[src/rtl/bus_ctrl_gen2.sv]
// bus_ctrl_gen2 - bus-cycle controller between the core requesters and
// memory-mapped targets. A request is latched in IDLE, its target is picked
// from the top address bits, and a SETUP/WAIT/DONE cycle is run against that
// target's ready line with a wait-state timeout. Every output is driven from a
// register that is loaded on the edge entering the state it belongs to. As a
// result, nothing observed on a bus pin depends combinationally on req or ready.
module bus_ctrl_gen2 #(
    parameter int DATA_W  = 16,
    parameter int ADDR_W  = 16,
    parameter int NUM_TGT = 4,
    parameter int TIMEOUT = 15
) (
    input  logic                clk,
    input  logic                reset,
    input  logic                req,
    input  logic                we,
    input  logic [ADDR_W-1:0]   addr,
    input  logic [DATA_W-1:0]   wdata,
    output logic                ack,
    output logic                err,
    output logic [DATA_W-1:0]   rdata,
    output logic                busy,
    output logic [7:0]          err_cnt,
    output logic [NUM_TGT-1:0]  cs,
    output logic                rd,
    output logic                wr,
    output logic [ADDR_W-1:0]   bus_addr,
    output logic [DATA_W-1:0]   bus_wdata,
    input  logic [DATA_W-1:0]   bus_rdata,
    input  logic [NUM_TGT-1:0]  ready
);

    localparam int SEL_W = $clog2(NUM_TGT);

    // Last wait-counter value before the transfer is declared timed out.
    localparam logic [7:0] WAIT_LAST = 8'(TIMEOUT - 1);

    typedef enum logic [1:0] {
        ST_IDLE  = 2'd0,
        ST_SETUP = 2'd1,
        ST_WAIT  = 2'd2,
        ST_DONE  = 2'd3
    } state_t;

    state_t             state_r;
    logic               we_r;
    logic [SEL_W-1:0]   sel_r;
    logic [7:0]         wait_cnt_r;
    logic [SEL_W-1:0]   req_sel_s;

    // One-hot chip select for a given target index.
    function automatic logic [NUM_TGT-1:0] sel_onehot(input logic [SEL_W-1:0] s);
        logic [NUM_TGT-1:0] v;
        v    = '0;
        v[s] = 1'b1;
        return v;
    endfunction

    // Target index taken from the top address bits of the incoming request.
    assign req_sel_s = addr[ADDR_W-1 -: SEL_W];

    // Transfer sequencer; every output register is loaded on the edge that
    // enters the state it describes so it is valid for that whole state.
    always_ff @(posedge clk or negedge reset) begin
        if (!reset) begin
            state_r    <= ST_IDLE;
            we_r       <= 1'b0;
            sel_r      <= '0;
            wait_cnt_r <= 8'd0;
            ack        <= 1'b0;
            err        <= 1'b0;
            busy       <= 1'b0;
            cs         <= '0;
            rd         <= 1'b0;
            wr         <= 1'b0;
            rdata      <= '0;
            bus_addr   <= '0;
            bus_wdata  <= '0;
            err_cnt    <= 8'd0;
        end else begin
            case (state_r)
                ST_IDLE: begin
                    ack <= 1'b0;
                    err <= 1'b0;
                    if (req) begin
                        we_r      <= we;
                        sel_r     <= req_sel_s;
                        bus_addr  <= addr;
                        bus_wdata <= wdata;
                        cs        <= sel_onehot(req_sel_s);
                        rd        <= ~we;
                        wr        <= we;
                        busy      <= 1'b1;
                        state_r   <= ST_SETUP;
                    end else begin
                        state_r   <= ST_IDLE;
                    end
                end
                ST_SETUP: begin
                    // Target sees the strobes for one cycle before ready counts.
                    wait_cnt_r <= 8'd0;
                    state_r    <= ST_WAIT;
                end
                ST_WAIT: begin
                    if (ready[sel_r]) begin
                        if (!we_r) begin
                            rdata <= bus_rdata;
                        end else begin
                            rdata <= rdata;
                        end
                        err     <= 1'b0;
                        ack     <= 1'b1;
                        cs      <= '0;
                        rd      <= 1'b0;
                        wr      <= 1'b0;
                        state_r <= ST_DONE;
                    end else if (wait_cnt_r == WAIT_LAST) begin
                        if (!we_r) begin
                            rdata <= '0;
                        end else begin
                            rdata <= rdata;
                        end
                        if (err_cnt != 8'hFF) begin
                            err_cnt <= err_cnt + 8'd1;
                        end else begin
                            err_cnt <= err_cnt;
                        end
                        err     <= 1'b1;
                        ack     <= 1'b1;
                        cs      <= '0;
                        rd      <= 1'b0;
                        wr      <= 1'b0;
                        state_r <= ST_DONE;
                    end else begin
                        wait_cnt_r <= wait_cnt_r + 8'd1;
                    end
                end
                ST_DONE: begin
                    ack     <= 1'b0;
                    err     <= 1'b0;
                    busy    <= 1'b0;
                    state_r <= ST_IDLE;
                end
                default: begin
                    ack     <= 1'b0;
                    err     <= 1'b0;
                    busy    <= 1'b0;
                    cs      <= '0;
                    rd      <= 1'b0;
                    wr      <= 1'b0;
                    state_r <= ST_IDLE;
                end
            endcase
        end
    end

endmodule

[config.mk]
export PLATFORM = sky130hd
export DESIGN_NAME = bus_ctrl_gen2
export DESIGN_NICKNAME = d
export VERILOG_FILES = /design/src/rtl/bus_ctrl_gen2.sv
export SDC_FILE = /design/constraint.sdc
export NUM_CORES = 1
export LEC_CHECK = 0
export CORE_UTILIZATION = 45
export DETAILED_ROUTE_END_ITERATION = 7
export PLACE_DENSITY_LB_ADDON = 0.3
export SETUP_SLACK_MARGIN = 0.5
export SYNTH_ARGS = -nofsm -noshare
export SYNTH_HDL_FRONTEND = slang
export SYNTH_SLANG_ARGS = --single-unit
[constraint.sdc]
create_clock -name clk -period 2.8 [get_ports clk]
set_input_delay 0.56 -clock clk [delete_from_list [all_inputs] [get_ports clk]]
set_output_delay 0.56 -clock clk [all_outputs]
set_load 0.005 [all_outputs]
==> results list <==
- In the routed design, unresolved DRC markers number 0.
* Worst hold-check slack: 346 ps
- Total of buffers placed on input and output ports: 120
* Most instantiated flip-flop cell in the synthesis netlist: sky130_fd_sc_hd__dfrtp_1
- In this run the standard cell core region covers 7210 um^2.
- Hold Fails Final Rpt: 0
- Cells fill 68.0% of the core in the end.
- Starting DRC count in detailed routing: 83
* Total CTS buffers: 9
* Class of the tightest hold or removal check: in -> async
- The critical path goes through clkdlybuf4s50_1 -> mux4_2 -> a211o_1 -> nand2_2 -> mux2_2.
- VDD IR-drop max: 0.000526 V
* Setup TNS: 0 ps
* Kind of launch point of the worst setup path: input port
- The tree built by TritonCTS fans out to 76 sinks.
- The number of nets in the synthesized netlist is 334.
- CTS tree: built
* Post-route design area: 4900 um^2
- The cell sitting at the root of the clock tree is a sky130_fd_sc_hd__clkbuf_8.
- In the synthesized netlist the async set-or-reset flop fraction comes to 100%.
- The later pin in the worst-skew pair is clocked with a latency of 350 ps.
* Number of levels the H-tree was split into: 3
- CP arrival: 2400 ps
* Antenna Nets Post-Route: 0
- During I/O placement, the number of pins put on the boundary was 121.
* LEAKAGE: 2.14 nW
* Detailed Routing Iterations Pass 1: 4
- Placed Instance Area: 4640 um^2
- The number of antenna violations at the first check in global routing came to 0.
- Synthesis handed over a netlist of 271 instances.
- Ratio of cells with drive above 1 in the final layout: 15.7%
* RSZ-0062 raised after global routing: false
* Synthesized area divided by synthesized cell count: 12.4 um^2
- Total wirelength of the detailed-routed design: 7310 um
- Ranked by total cell area, the synthesized netlist is headed by sky130_fd_sc_hd__dfrtp_1, sky130_fd_sc_hd__mux2_2, sky130_fd_sc_hd__mux2i_1.
- Most numerous cell in the Yosys netlist: sky130_fd_sc_hd__dfrtp_1
- Number of global-route vias before repair: 2397
* Fin worst setup slack: 628 ps
- In this design, the stage delay of the slowest critical-path cell is 610 ps.
- Summing every instance area after synthesis gives 3350 um^2.
* Synth cell count leaders: sky130_fd_sc_hd__dfrtp_1, sky130_fd_sc_hd__mux2_2, sky130_fd_sc_hd__nand2_1, sky130_fd_sc_hd__inv_1, sky130_fd_sc_hd__mux2i_1
- Critical Path Sink Type: flip-flop
- Post-detailed-placement half-perimeter wirelength: 5210 um
- For this design, the slowest cell found on the critical path is sky130_fd_sc_hd__mux4_2.
* Flop-to-flop setup slack: 800 ps
* GP Congestion: 0.785
* Routed len/inst: 14.6 um
- Clock Skew: 12.0 ps
- Maximum number of buffers from clock root to sink: 2
- The first global-routing pass estimated 11400 um of wire.
* Die width: 88.2 um
* Area added between synthesis and finish: 46.5%
- Max capacitance violation total: 0
* Worst-path fanout max: 11
* Relative max-transition margin: 37.9%
- Result of the run: finished, final reports clean
- The total overflow left after global routing is 0.
- Transition time at the pin with the least slew margin: 931 ps
- Floorplan row count: 31
- P per Cell Area: 1010 nW/um^2
- After the last flow step, the layout net total stands at 460.
* Total setup violations reported at the end of the flow: 0
* Post-synthesis cell type count: 36
* Post-layout min period: 2170 ps
- Overall die area: 7790 um^2
- Number of flops mapped to enable cells by yosys: 0
* Data required time at the worst endpoint: 3030 ps
- Once the floorplan was initialized, standard cells occupied 46.4% of the core.
- The repair_antennas step left the layout with diodes totalling 0.
* Largest area contributor in the netlist: sky130_fd_sc_hd__dfrtp_1
* Flip-flop and latch count after synthesis: 76
- The number of max-slew violations in the final report is 0.
- After detailed routing, the number of vias per cell comes to 4.88.
- Global routing used 19.5% of the available tracks across all layers.
* Largest net degree at the start of global routing: 77
- Peak clock frequency supported by timing: 0.460 GHz
* Total via count in the routed design: 2441
- The Yosys step of the flow raised 0 warnings.
- Post-Place Worst Slack: 118 ps
- The critical path in this run is classified as in -> reg.
* Register area share after synthesis: 56.8%
- Clock-pin slew was measured on the worst setup and hold paths at 80 ps.
- Dividing the final minimum period by the clock period gives 77.6%.
- Die Span Y: 88.2 um
* Area share of the largest cell type after synthesis: 56.8%
power breakdown:
part | switching [W] | internal [W] | leakage (nW) | total, W
clock | 0.000389 | 0.000612 | 0.116 | 0.00100
combinational | 0.000820 | 0.00130 | 1.09 | 0.00212
sequential | 0.000286 | 0.00156 | 0.937 | 0.00185
worst max-delay path: cells and delay by family:
kind,cells,cell delay [ps]
buffers and inverters,1,400
AO/OA/AOI/OAI,1,340
multiplexers,2,950
AND/OR/NAND/NOR,1,150
registers in the layout (all words and copies together), names as in the netlist:
name and cells:
cs 4, sel_r 1, err_cnt 8, busy 1, wait_cnt_r 8, state_r 2, err 1, bus_addr 15
bus_wdata 16, rdata 16, ack 1, wr 1, rd 1, we_r 1
layout make-up:
cell class / instances / area [um^2]
Clock buffer: 11 / 141
Timing Repair Buffer: 127 / 1260
Clock inverter: 4 / 97.6
Fill cell: 586 / 2310
Multi-Input combinational cell: 162 / 1300
Tap cell: 99 / 124
Inverter: 21 / 78.8
Sequential cell: 76 / 1900
logic make-up after synthesis:
group,Yosys count,share of synthesized area [%]
AO/OA/AOI/OAI,21,4.04
flip-flops,76,56.8
buffers and inverters,33,4.45
adder cells (fa/ha/maj),7,2.62
XOR/XNOR,10,2.62
AND/OR/NAND/NOR,68,11.0
multiplexers,56,18.4
layer usage:
layer  routed length [um]  GRT usage, %
met3                  534          6.62
met4                  160          9.38
met1                 3050          24.4
met5                    0             0
met2                 3570          30.5
per-stage QoR:
step	total power, W	cells
6_report	0.00497	500
3_5_place_dp	0.00399	483
2_1_floorplan	0.00283	271
3_3_place_gp	0.00391	483
4_1_cts	0.00503	500
5_1_grt	0.00531	500
repair_timing:
item,CTS,global route
resized for setup,0,1
hold buffers,0,0
setup endpoints to repair,1,1
pin swaps,1,0
setup buffers,2,0
cell usage in the layout, fill, tap and decap left out, types with 3 or more instances in the layout:
| cell type | count |
|---|---|
| sky130_fd_sc_hd__buf_4 | 7 |
| sky130_fd_sc_hd__a21o_1 | 5 |
| sky130_fd_sc_hd__clkdlybuf4s50_1 | 119 |
| sky130_fd_sc_hd__nand4_1 | 4 |
| sky130_fd_sc_hd__nand2_1 | 26 |
| sky130_fd_sc_hd__clkbuf_8 | 10 |
| sky130_fd_sc_hd__o21ai_0 | 10 |
| sky130_fd_sc_hd__nor3_1 | 4 |
| sky130_fd_sc_hd__dfrtp_1 | 76 |
| sky130_fd_sc_hd__xor2_1 | 9 |
| sky130_fd_sc_hd__bufinv_16 | 3 |
| sky130_fd_sc_hd__inv_1 | 20 |
| sky130_fd_sc_hd__nor4_1 | 6 |
| sky130_fd_sc_hd__and4_1 | 3 |
| sky130_fd_sc_hd__ha_1 | 7 |
| sky130_fd_sc_hd__mux2i_1 | 20 |
| sky130_fd_sc_hd__nor4b_1 | 3 |
| sky130_fd_sc_hd__mux2_2 | 35 |
| sky130_fd_sc_hd__nand3_1 | 11 |
final timing paths:
check / from / to / cells after the start
setup / recovery: ready[3] / cs[3] / 5
hold / removal: reset / rdata[2] / 1
min in group clk: cs[1] / cs[1] / 1
max in group asynchronous: reset / bus_wdata[4] / 1
setup reg to reg: bus_addr[14] / cs[3] / 4
hold reg to reg: cs[1] / cs[1] / 1
Power figures use the tool's default switching activity.
